### config.mk
export PLATFORM = sky130hd
export DESIGN_NAME = rsa_modexp_core_flat
export DESIGN_NICKNAME = d
export VERILOG_FILES = /design/src/rtl/rsa_modexp_core_if.sv /design/src/rtl/rsa_modexp_core.sv /design/src/flat_wrapper.sv
export SDC_FILE = /design/constraint.sdc
export NUM_CORES = 1
export LEC_CHECK = 0
export BUFFER_PORTS_ARGS = -buffer_cell sky130_fd_sc_hd__buf_2
export CAP_MARGIN = 10
export CORE_ASPECT_RATIO = 1.75
export CORE_MARGIN = 1.5
export CORE_UTILIZATION = 56
export CTS_CLUSTER_DIAMETER = 120
export DETAILED_ROUTE_END_ITERATION = 8
export PLACE_DENSITY = 0.85
export SYNTH_ARGS = -nofsm -noshare
export SYNTH_HDL_FRONTEND = slang
export SYNTH_SLANG_ARGS = --single-unit
export TNS_END_PERCENT = 100
### constraint.sdc
create_clock -name clk -period 7.95 [get_ports clk]
set_clock_uncertainty 0.2 [all_clocks]
set_input_delay 0.795 -clock clk [delete_from_list [all_inputs] [get_ports clk]]
set_output_delay 0.795 -clock clk [all_outputs]
set_load 0.01 [all_outputs]
### src/rtl/rsa_modexp_core_if.sv
// Register-bank to modexp-core handshake: operands in; result and status out.
interface rsa_modexp_core_if #(
  parameter int unsigned WIDTH = 8
);
  logic             start;
  logic [WIDTH-1:0] p;
  logic [WIDTH-1:0] e;
  logic [WIDTH-1:0] m;
  logic             busy;
  logic             done;
  logic             err;
  logic [WIDTH-1:0] c;

  modport master (output start, p, e, m, input busy, done, err, c);
  modport slave  (input start, p, e, m, output busy, done, err, c);
endinterface

### src/rtl/rsa_modexp_core.sv
// Bit-serial modular exponentiation C = M^E mod P using left-to-right
// square-and-multiply over an interleaved shift-add modular multiplier.
// Optional macro RSA_CONST_TIME_EN: run MUL for every exponent bit and
// discard the product on zero bits, giving an exponent-independent latency.
module rsa_modexp_core #(
  parameter int unsigned WIDTH = 8
) (
  input logic              clk,
  input logic              rst,
  rsa_modexp_core_if.slave bus
);
  localparam int unsigned RW = WIDTH + 2;
  localparam int unsigned IW = (WIDTH > 1) ? $clog2(WIDTH) : 1;

  typedef enum logic [2:0] {
    IDLE = 3'd0,
    NORM = 3'd1,
    SQR  = 3'd2,
    MUL  = 3'd3,
    FIN  = 3'd4
  } state_t;

  state_t           state;
  logic [WIDTH-1:0] p_q;
  logic [WIDTH-1:0] e_q;
  logic [WIDTH-1:0] m_q;
  logic [WIDTH-1:0] base_q;
  logic [WIDTH-1:0] acc_q;
  logic [RW-1:0]    r_q;
  logic [IW-1:0]    i_q;
  logic [IW-1:0]    cnt_q;
  logic             busy_q;
  logic             done_q;
  logic             err_q;
  logic [WIDTH-1:0] c_q;

  logic [WIDTH-1:0] op_a;
  logic [WIDTH-1:0] op_b;
  logic             a_bit;
  logic [RW-1:0]    pw;
  logic [RW-1:0]    sum0;
  logic [RW-1:0]    sum1;
  logic [RW-1:0]    r_next;
  logic [WIDTH-1:0] prod;
  logic             last;

  assign bus.busy = busy_q;
  assign bus.done = done_q;
  assign bus.err  = err_q;
  assign bus.c    = c_q;

  // One multiplier iteration: R <- 2R + a_bit*B, then reduce below P.
  always_comb begin
    op_a = acc_q;
    op_b = acc_q;
    case (state)
      NORM:    begin op_a = m_q;   op_b = WIDTH'(1); end
      MUL:     begin op_a = acc_q; op_b = base_q;    end
      default: begin op_a = acc_q; op_b = acc_q;     end
    endcase
    a_bit  = op_a[cnt_q];
    pw     = RW'(p_q);
    sum0   = (r_q << 1) + (a_bit ? RW'(op_b) : RW'(0));
    sum1   = (sum0 >= pw) ? (sum0 - pw) : sum0;
    r_next = (sum1 >= pw) ? (sum1 - pw) : sum1;
    prod   = r_next[WIDTH-1:0];
    last   = (cnt_q == '0);
  end

  // Control FSM, multiplier sequencing and registered outputs.
  always_ff @(posedge clk) begin
    if (rst) begin
      state  <= IDLE;
      p_q    <= '0;
      e_q    <= '0;
      m_q    <= '0;
      base_q <= '0;
      acc_q  <= '0;
      r_q    <= '0;
      i_q    <= '0;
      cnt_q  <= '0;
      busy_q <= 1'b0;
      done_q <= 1'b0;
      err_q  <= 1'b0;
      c_q    <= '0;
    end else begin
      done_q <= 1'b0;
      if (state == NORM || state == SQR || state == MUL) begin
        r_q   <= last ? '0 : r_next;
        cnt_q <= last ? IW'(WIDTH - 1) : (cnt_q - IW'(1));
      end
      case (state)
        IDLE: begin
          if (bus.start) begin
            p_q    <= bus.p;
            e_q    <= bus.e;
            m_q    <= bus.m;
            acc_q  <= (bus.p == WIDTH'(1)) ? '0 : WIDTH'(1);
            i_q    <= IW'(WIDTH - 1);
            cnt_q  <= IW'(WIDTH - 1);
            r_q    <= '0;
            busy_q <= 1'b1;
            if (bus.p == '0) begin
              err_q <= 1'b1;
              state <= FIN;
            end else begin
              err_q <= 1'b0;
              state <= NORM;
            end
          end
        end
        NORM: begin
          if (last) begin
            base_q <= prod;
            state  <= SQR;
          end
        end
        SQR: begin
          if (last) begin
            acc_q <= prod;
`ifdef RSA_CONST_TIME_EN
            state <= MUL;
`else
            if (e_q[i_q]) begin
              state <= MUL;
            end else if (i_q == '0) begin
              state <= FIN;
            end else begin
              i_q   <= i_q - IW'(1);
              state <= SQR;
            end
`endif
          end
        end
        MUL: begin
          if (last) begin
`ifdef RSA_CONST_TIME_EN
            if (e_q[i_q]) begin
              acc_q <= prod;
            end
`else
            acc_q <= prod;
`endif
            if (i_q == '0) begin
              state <= FIN;
            end else begin
              i_q   <= i_q - IW'(1);
              state <= SQR;
            end
          end
        end
        FIN: begin
          c_q    <= err_q ? '0 : acc_q;
          done_q <= 1'b1;
          busy_q <= 1'b0;
          state  <= IDLE;
        end
        default: state <= IDLE;
      endcase
    end
  end
endmodule

### src/flat_wrapper.sv
// flat-port wrapper written by rule: the top's interface ports become plain ports
module rsa_modexp_core_flat 
#(
  parameter int unsigned WIDTH = 8
)
  (clk, rst, bus_start, bus_p, bus_e, bus_m, bus_busy, bus_done, bus_err, bus_c);
  rsa_modexp_core_if #(.WIDTH(WIDTH)) bus_i ();
  input logic clk;
  input logic rst;
  input wire logic [$bits(bus_i.start)-1:0] bus_start;
  input wire logic [$bits(bus_i.p)-1:0] bus_p;
  input wire logic [$bits(bus_i.e)-1:0] bus_e;
  input wire logic [$bits(bus_i.m)-1:0] bus_m;
  output wire logic [$bits(bus_i.busy)-1:0] bus_busy;
  output wire logic [$bits(bus_i.done)-1:0] bus_done;
  output wire logic [$bits(bus_i.err)-1:0] bus_err;
  output wire logic [$bits(bus_i.c)-1:0] bus_c;
  assign bus_i.start = bus_start;
  assign bus_i.p = bus_p;
  assign bus_i.e = bus_e;
  assign bus_i.m = bus_m;
  assign bus_busy = bus_i.busy;
  assign bus_done = bus_i.done;
  assign bus_err = bus_i.err;
  assign bus_c = bus_i.c;
  rsa_modexp_core #(.WIDTH(WIDTH)) u_core (.clk(clk), .rst(rst), .bus(bus_i));
endmodule
# Word level (Yosys, flattened, before mapping)
# Index checks and enable logic that the tools add are counted.
[op_classes]
add_sub_neg = 5
n_mul = 0
n_div = 0
magnitude_cmp = 4
n_eq_ne = 11
shift = 0
mux = 40
bitwise_logic = 0
reduce_logical = 16
[ops]
columns = ["cell", "n"]
rows = [
  ["10-bit 2-to-1 mux", 6],
  ["3-bit 2-to-1 mux", 16],
  ["8-bit 2-to-1 mux", 5],
  ["8-bit case mux with 2 select lines", 2],
  ["10-bit by 8-bit >= comparator with 1-bit output", 2],
  ["10-bit by 8-bit subtractor with 10-bit output", 2],
  ["3-bit case mux with 4 select lines", 1],
  ["10-bit adder", 1],
  ["3-bit logical NOT", 3],
  ["3-bit case mux with 3 select lines", 1],
  ["8-bit by 1-bit equality test with 1-bit output (second input constant)", 1],
  ["8-bit logical NOT", 1],
  ["3-bit by 4-bit < comparator with 1-bit output (second input constant)", 2],
  ["2-bit by 1-bit != test with 1-bit output (second input constant)", 4],
  ["1-bit binary-select mux with 3-bit select", 2],
  ["3-bit by 2-bit equality test with 1-bit output (second input constant)", 2],
  ["1-bit 2-to-1 mux", 6],
  ["2-bit AND reduction", 3],
  ["3-bit by 1-bit subtractor with 3-bit output (second input constant)", 2],
  ["5-bit AND reduction", 1],
  ["2-bit != test (second input constant)", 2],
  ["4-bit AND reduction", 1],
  ["2-bit nonzero test", 2],
  ["3-bit by 1-bit equality test with 1-bit output (second input constant)", 1],
  ["other kinds (6)", 7],
]
[totals]
regBits = 70
latchBits = 0
ramBits = 0
rom_bits = 0
in_bits = 27
word_cells = 89
mem_count = 0

# Logic depth before layout (Yosys ltp)
# Gate-level depths: netlist of run 1.
[depth]
word_depth = 14
depth_mapped = 32
depth_no_buf = 28

# Worst setup path before layout of run 1
# No wires, ideal clock.
[synth_timing]
kind = "reg-to-reg"
startpoint = "register u_core.state[0]"
endpoint = "register u_core.acc_q[2]"
setup_time_ps = 117
arrival_time_ps = 6869
required_time_ps = 7633
setup_slack_ps = 765
stages_incl_launch_ff = 31
path_buffers = 4
period_less_slack_ps = 7185
cell_sequence = "dfxtp_1 -> clkbuf_1 -> nand2b_1 -> clkbuf_1 -> nor2_1 -> mux4_2 -> mux4_2 -> a21boi_0 -> ha_1 -> fa_1 -> a21oi_1 -> o21ai_0 -> a21oi_1 -> xnor2_1 -> ha_1 -> a21oi_1 -> o21ai_1 -> nor2_1 -> and3_1 -> clkbuf_1 -> mux2_2 -> ha_1 -> nor2b_1 -> o21ai_0 -> a21boi_0 -> o21ai_0 -> a21oi_1 -> or4_1 -> buf_6 -> mux2_4 -> a22o_1"
[synth_between]
elab_chain_len = 12
[synth_rtl]
columns = ["element", "line", "source"]
rows = [
  ["start, declared", "rsa_modexp_core.sv:23", "state_t state;"],
  ["start signal, assigned", "rsa_modexp_core.sv:73", "state <= IDLE;"],
  ["start signal, assigned", "rsa_modexp_core.sv:105", "state <= FIN;"],
  ["start signal, assigned", "rsa_modexp_core.sv:108", "state <= NORM;"],
  ["3-bit by 1-bit equality test with 1-bit output", "rsa_modexp_core.sv:56", "case (state)"],
  ["8-bit 2-to-1 mux", "rsa_modexp_core.sv:56", ""],
  ["1-bit binary-select mux with 3-bit select", "rsa_modexp_core.sv:61", "a_bit = op_a[cnt_q];"],
  ["1-bit 2-to-1 mux (implied by the code)", "rsa_modexp_core.sv:61", ""],
  ["8-bit 2-to-1 mux", "rsa_modexp_core.sv:63", "sum0 = (r_q << 1) + (a_bit ? RW'(op_b) : RW'(0));"],
  ["10-bit adder", "rsa_modexp_core.sv:63", ""],
  ["10-bit by 8-bit subtractor with 10-bit output / 10-bit by 8-bit >= comparator with 1-bit output (equally long branches)", "rsa_modexp_core.sv:64", "sum1 = (sum0 >= pw) ? (sum0 - pw) : sum0;"],
  ["10-bit 2-to-1 mux", "rsa_modexp_core.sv:64", ""],
  ["10-bit by 8-bit subtractor with 10-bit output / 10-bit by 8-bit >= comparator with 1-bit output (equally long branches)", "rsa_modexp_core.sv:65", "r_next = (sum1 >= pw) ? (sum1 - pw) : sum1;"],
  ["10-bit 2-to-1 mux", "rsa_modexp_core.sv:65", ""],
  ["8-bit 2-to-1 mux", "rsa_modexp_core.sv:119, rsa_modexp_core.sv:136", ""],
  ["8-bit case mux with 2 select lines", "rsa_modexp_core.sv:92", "case (state)"],
  ["end signal, assigned", "rsa_modexp_core.sv:98", "acc_q <= (bus.p == WIDTH'(1)) ? '0 : WIDTH'(1);"],
  ["end signal, assigned", "rsa_modexp_core.sv:120", "acc_q <= prod;"],
  ["end signal, assigned", "rsa_modexp_core.sv:142", "acc_q <= prod;"],
  ["end, declared", "rsa_modexp_core.sv:28", "logic [WIDTH-1:0] acc_q;"],
]
# Several ways; a longest one is shown, not always the timed one. The select of a mux whose other input is x is not followed.
# A chain may end at the register's enable or synchronous reset.

# Final worst setup path of run 1
[layout_timing]
startpoint = "register u_core.state[2]"
endpoint = "register u_core.acc_q[6]"
# The elaborated chain is that of the path after synthesis.

==> results of run 1 <==
==> sequential cells by signal (all words and copies together) (netlist names) <==
| signal | count |
|---|---|
| u_core.bus.c | 8 |
| u_core.bus.err | 1 |
| u_core.acc_q | 8 |
| u_core.i_q | 3 |
| u_core.m_q | 8 |
| u_core.r_q | 9 |
| u_core.base_q | 8 |
| u_core.e_q | 8 |
| u_core.bus.done | 1 |
| u_core.state | 3 |
| u_core.p_q | 8 |
| u_core.bus.busy | 1 |
| u_core.cnt_q | 3 |
==> power by group through the flow <==
| stage | combinational (W) | sequential, W | clock (W) |
|---|---|---|---|
| after floorplan | 0.000898 | 0.000408 | 0 |
| after global placement | 0.00109 | 0.000419 | 0 |
| after detailed placement | 0.00113 | 0.000420 | 0 |
| after CTS | 0.00114 | 0.000413 | 0.000378 |
| after global routing | 0.00126 | 0.000418 | 0.000395 |
| final | 0.00119 | 0.000414 | 0.000376 |
==> logic make-up (layout without fill, tap and decap cells) <==
family | Yosys count | after routing | synth area share, %
and+or+nand+nor | 164 | 164 | 17.8
AOI/OAI and AO/OA | 130 | 130 | 21.5
DFF | 69 | 69 | 33.6
buffers and inverters | 37 | 74 | 3.57
adders and majority gates | 30 | 30 | 9.69
muxes | 24 | 24 | 8.93
xor gates and xnor gates | 22 | 22 | 4.88
==> cells in the mapped netlist (2+ instances only) <==
cell and n:
xor2_1 6, mux2_2 7, ha_1 27, a22o_1 23, nand3_1 10, a211oi_1 3
mux2i_1 4, nand2_1 74, nand4_1 4, nor3_1 11, xnor2_1 15, a21oi_1 46
o211ai_1 3, a22oi_1 3, dfxtp_1 69, mux4_2 7, o21a_1 9, nor2b_1 6
fa_1 3, a21o_1 4, nor4_1 3, and3_1 3, a31oi_1 3, nor2_1 37
or3_1 2, mux2_4 6, nand3b_1 3, a21boi_0 8, inv_1 18, o21ai_0 15
nand2b_1 7, clkbuf_1 17
==> stage by stage <==
stage / area (um2) / power (W) / setup WS (ns) / std cells
after floorplan: 4110 / 0.00131 / 0.765 / 476
after global placement: 4360 / 0.00151 / 0.390 / 585
after detailed placement: 4360 / 0.00155 / 0.127 / 585
after CTS: 4640 / 0.00193 / 0.111 / 599
after global routing: 4660 / 0.00207 / 0.0535 / 599
final: 4660 / 0.00198 / 0.539 / 599
==> worst min-delay path, stage by stage (launching register included) <==
cell	delay (ns)
dfxtp_1	0.30
nand2_1	0.05
a21oi_1	0.05
==> layout make-up <==
class	instances	area [um2]
clock buffers	9	225
clock inverters	5	53.8
fillers	559	2470
inverters	18	67.6
multi-input cells	370	2600
flip-flops and latches	69	1380
well taps	86	108
repair buffers	42	223
==> worst paths after layout <==
path / cells after the start / end / slack, ns
max reg2reg: 26 / u_core.acc_q[6] / 0.54
max: 26 / u_core.acc_q[6] / 0.54
min reg2reg: 2 / u_core.e_q[3] / 0.26
min: 2 / u_core.e_q[3] / 0.26
==> layer usage <==
| metal | wire length, um | vias to the layer above | GRT usage, % |
|---|---|---|---|
| li1 | - | 1773 | - |
| met1 | 3740 | 1714 | 29.0 |
| met2 | 5730 | 131 | 52.3 |
| met3 | 462 | 43 | 4.72 |
| met4 | 654 | 0 | 20.0 |
| met5 | 0 | - | 0 |
==> metrics.csv, run 1 <==
stage,metric,value,unit
sta,holdWs,0.256,ns
critical_path,path_buf_inv,0,
synthesis,ys_warn_count,0,
floorplan,die_h,116,um
floorplan,start_util,57.6,%
job,maxCapViolCount,0,
power_and_ir_drop,clkPwrFrac,19.0,%
route,drt_iter0_drc,212,
power_and_ir_drop,seqPwrFrac,20.9,%
power_and_ir_drop,p_per_area,424,nW/um2
place,hpwlAfterDp,8230,um
route,wl_per_cell,17.7,um
sta,max_slew_margin,18.1,%
sta,finalSetupViolCount,0,
sta,tightestPinTransition,1.22,ns
place,routabilityCongestion,0.970,
critical_path,cp.required,7.97,ns
synthesis,seq_area_frac_synth,33.6,%
synthesis,yosys_register_bits,69,
route,dr.pass1.iters,5,
critical_path,crit_arrival,7.43,ns
clock_tree,cts_root_buf,clkbuf_16,
synthesis,async_flop_share,0,%
run_status,status,"complete, no violations",
synthesis,synth_nets,533,
worst_hold_path,worstHoldStart,u_core.e_q[3],
global_route,grt_max_degree,52,
floorplan,core,7130,um2
critical_path,critPathMaxFanout,12,
clock_tree,tritoncts,built,
critical_path,critPathCaptureType,flip-flop,
synthesis,yosys.area.top_type_share,33.6,%
power_and_ir_drop,internal_power,0.00116,W
clock_tree,hold_buffers,0,
synthesis,synth_top_area_cell,dfxtp_1,
clock_tree,cts_setup_buffers,0,
sta,min_period,7.41,ns
cells_and_area,layout-drive-gt1-share,16.8,%
clock_tree,clock_sinks,69,
critical_path,cp-start-kind,flip-flop,
floorplan,die-area,7870,um2
critical_path,cpMaxStageDelayCell,or4_4,
cells_and_area,antennaDiodeCount,0,
cells_and_area,nets,567,
synthesis,synthDistinctLibCells,52,
global_route,grt_pass1_vias,3624,
sta,fin_tns_setup,0,ns
sta,slew_violations,0,
power_and_ir_drop,p_leak,1.94,nW
worst_hold_path,worstHoldPathType,flip-flop to flip-flop,
critical_path,cp_top_family,simple AND/OR/NAND/NOR gates,
sta,timing.final.crit_share,93.2,%
clock_tree,cts_buffers,9,
synthesis,avgSynthCellArea,8.62,um2
route,wl,10600,um
floorplan,row_count,41,
critical_path,critPathMaxStageDelay,0.66,ns
synthesis,synth_edf_count,0,
cells_and_area,layout_commonest_cell,nand2_1,
place,port_buffers,37,
route,routed_via_density,6.11,
power_and_ir_drop,comb_power_share,60.0,%
global_route,grt.total_usage,28.9,%
critical_path,criticalPathCategory,flip-flop to flip-flop,
cells_and_area,final_cell_mix,"nand2_1 (74), dfxtp_1 (69), a21oi_1 (45)",
power_and_ir_drop,swShare,41.5,%
route,ant_nets,0,
cells_and_area,area_growth,13.4,%
critical_path,cp-startpoint,u_core.state[2],
route,vias,3661,
sta,rsz0062_at_grt,no,
clock_tree,insertion_delay,0.33,ns
clock_tree,htreeDepth,3,
global_route,grt_pass1_wl,16800,um
synthesis,synth_area_leaders,"dfxtp_1 (34%), ha_1 (8.2%), nand2_1 (6.8%), a21oi_1 (5.6%), a22o_1 (4.9%)",
route,drc,0,
synthesis,syn_area,4110,um2
synthesis,synth_cells,476,
global_route,grt-ovfl-total,0,
global_route,grt_antenna_before_repair,0,
critical_path,r2r_start,u_core.state[2],
sta,hold_viol_final,0,
power_and_ir_drop,p_sw,0.000821,W
clock_tree,ctsResizeCount,0,
power_and_ir_drop,ir_drop,382,uV
floorplan,die_w,67.7,um
sta,fmax,0.135,GHz
synthesis,yosys_most_used_dff,dfxtp_1,
cells_and_area,post-route-util,65.3,%
clock_tree,path_clk_slew,0.05,ns
clock_tree,clock_path_buffers,2,
floorplan,boundaryPins,38,
(Power assumes the default switching activity.)
==> run 2: changes to the inputs <==
--- a/config.mk
+++ b/config.mk
@@ -9,10 +9,10 @@
 export CAP_MARGIN = 10
 export CORE_ASPECT_RATIO = 1.75
 export CORE_MARGIN = 1.5
-export CORE_UTILIZATION = 56
+export CORE_UTILIZATION = 45
 export CTS_CLUSTER_DIAMETER = 120
 export DETAILED_ROUTE_END_ITERATION = 8
-export PLACE_DENSITY = 0.85
+export PLACE_DENSITY = 0.72
 export SYNTH_ARGS = -nofsm -noshare
 export SYNTH_HDL_FRONTEND = slang
 export SYNTH_SLANG_ARGS = --single-unit
==> run 2 against run 1 <==
Net effect:
- global-route usage decreased by 5.4 points
- sequential power is essentially flat
- largest power group unchanged
- cell count is 6.0% higher
- count of clock-buffer cells in the layout grew 2
- critical path depth is the same
- flip-flop and latch count is the same
- combinational power barely moved
- final area rose by 2.1%
- via count up 0.38%
- non-clock buffer count did not move
- highest routed layer unchanged
- hold slack lost 0.0046 ns
==> metrics.csv, run 2 (synthesized netlist as in run 1, its figures left out) <==
stage,metric,value,unit
critical_path,worst_path_most_repeated_cell,a21oi_1,
critical_path,critPathMaxStageDelay,0.67,ns
floorplan,row_count,46,
power_and_ir_drop,power,0.00202,W
global_route,grt-ovfl-total,0,
route,dr.pass1.iters,4,
global_route,grt.total_usage,23.5,%
floorplan,die_w,75.2,um
route,drt_iter0_drc,158,
route,wl,10900,um
cells_and_area,nets,567,
clock_tree,path_clk_slew,0.05,ns
route,drc,0,
place,hpwlAfterDp,8350,um
global_route,grt_pass1_vias,3551,
route,wl_per_cell,17.2,um
cells_and_area,antennaDiodeCount,0,
job,maxCapViolCount,0,
critical_path,cp_top_family,compound AO/OA/AOI/OAI gates,
sta,fmax,0.133,GHz
sta,max_slew_margin,20.8,%
clock_tree,htreeDepth,3,
route,ant_nets,0,
power_and_ir_drop,ir_drop,280,uV
sta,fin_tns_setup,0,ns
global_route,grt_pass1_wl,17100,um
clock_tree,clock_path_buffers,2,
power_and_ir_drop,p_per_area,426,nW/um2
critical_path,cpMaxStageDelayCell,or4_4,
cells_and_area,layout-drive-gt1-share,16.7,%
sta,tightestPinTransition,1.18,ns
sta,min_period,7.51,ns
cells_and_area,regMostFlops,u_core.r_q,
route,vias,3675,
critical_path,critPathMaxFanout,12,
sta,timing.final.crit_share,94.4,%
sta,holdWs,0.252,ns
clock_tree,clock_sinks,69,
clock_tree,cts_buffers,9,
critical_path,critPathCaptureType,flip-flop,
clock_tree,cts_root_buf,clkbuf_16,
cells_and_area,area_growth,15.8,%
floorplan,core,8980,um2
clock_tree,tritoncts,built,
clock_tree,hold_buffers,0,
cells_and_area,final_cell_mix,"nand2_1 (74), dfxtp_1 (69), a21oi_1 (46)",
place,port_buffers,37,
sta,rsz0062_at_grt,no,
critical_path,path_buf_inv,0,
critical_path,crit_arrival,7.53,ns
sta,slew_violations,0,
clock_tree,insertion_delay,0.34,ns
route,routed_via_density,5.79,
global_route,grt_max_degree,52,
critical_path,cp-start-kind,flip-flop,
worst_hold_path,worstHoldPathType,flip-flop to flip-flop,
place,routabilityCongestion,0.960,
floorplan,boundaryPins,38,
critical_path,criticalPathCategory,flip-flop to flip-flop,
run_status,status,"complete, no violations",
power_and_ir_drop,p_leak,1.96,nW
critical_path,cp.required,7.98,ns
sta,hold_viol_final,0,
floorplan,die_h,129,um
floorplan,die-area,9730,um2
cells_and_area,layout_commonest_cell,nand2_1,
floorplan,start_util,45.7,%
sta,finalSetupViolCount,0,
cells_and_area,largest_register_ffs,9,
global_route,grt_antenna_before_repair,0,
-- run 2: what timing repair did --
item                       CTS  global route
setup endpoints to repair    0            21
buffers inserted             0             0
resized for setup            0             3
-- run 2: area by class of cell --
| cell class | count | area [um2] |
|---|---|---|
| fill | 859 | 4220 |
| timing repair buffer | 42 | 230 |
| tap | 120 | 150 |
| inverter | 18 | 67.6 |
| sequential | 69 | 1380 |
| multi-input combinational | 370 | 2590 |
| clock buffer | 11 | 253 |
| clock inverter | 5 | 81.3 |
-- run 2: final timing paths --
path	startpoint	end	slack, ns	cells past startpoint
min reg2reg	u_core.bus.busy	u_core.bus.busy	0.25	2
max reg2reg	u_core.state[2]	u_core.acc_q[5]	0.44	26
min	u_core.bus.busy	u_core.bus.busy	0.25	2
max	u_core.state[2]	u_core.acc_q[5]	0.44	26
-- run 2: worst register-to-register path: stages, from the launching register on --
cell,delay (ns)
dfxtp_1,0.41
nand2b_1,0.33
nor2_2,0.24
mux4_2,0.33
mux4_2,0.55
a21boi_0,0.17
ha_1,0.25
fa_1,0.46
a21oi_1,0.20
o21ai_0,0.11
a21oi_1,0.19
xnor2_1,0.17
ha_1,0.35
a21oi_1,0.15
o21ai_1,0.09
nor2_1,0.07
and3_2,0.30
mux2_2,0.38
ha_1,0.33
nor2b_1,0.14
o21ai_0,0.22
a21boi_0,0.15
o21ai_0,0.20
a21oi_1,0.17
or4_4,0.67
mux2_4,0.36
a22o_1,0.20
-- run 2: per-stage QoR --
step / util, % / worst slack, ns / instance area [um2] / instances
5_1_grt: 53.0 / 0.0683 / 4750 / 635
4_1_cts: 52.7 / 0.179 / 4730 / 634
6_report: 53.0 / 0.443 / 4750 / 635
3_5_place_dp: 49.0 / 0.204 / 4400 / 618
2_1_floorplan: - / 0.765 / 4110 / 476
3_3_place_gp: 49.0 / 0.396 / 4400 / 618
-- run 2: power breakdown --
| part | switching, W | internal [W] | leakage (nW) | total [W] |
|---|---|---|---|---|
| sequential | 0.0000318 | 0.000382 | 0.563 | 0.000414 |
| combinational | 0.000638 | 0.000533 | 1.24 | 0.00117 |
| clock | 0.000147 | 0.000292 | 0.162 | 0.000439 |
-- run 2: layer usage --
metal | wire length, um | vias to the layer above | share of wire [%] | GRT usage [%]
met2 | 5810 | 120 | 53 | 40.7
met1 | 3980 | 1733 | 37 | 24.6
li1 | - | 1770 | - | -
met3 | 384 | 52 | 3.5 | 3.97
met4 | 723 | 0 | 6.6 | 17.3
met5 | 0 | - | 0 | 0
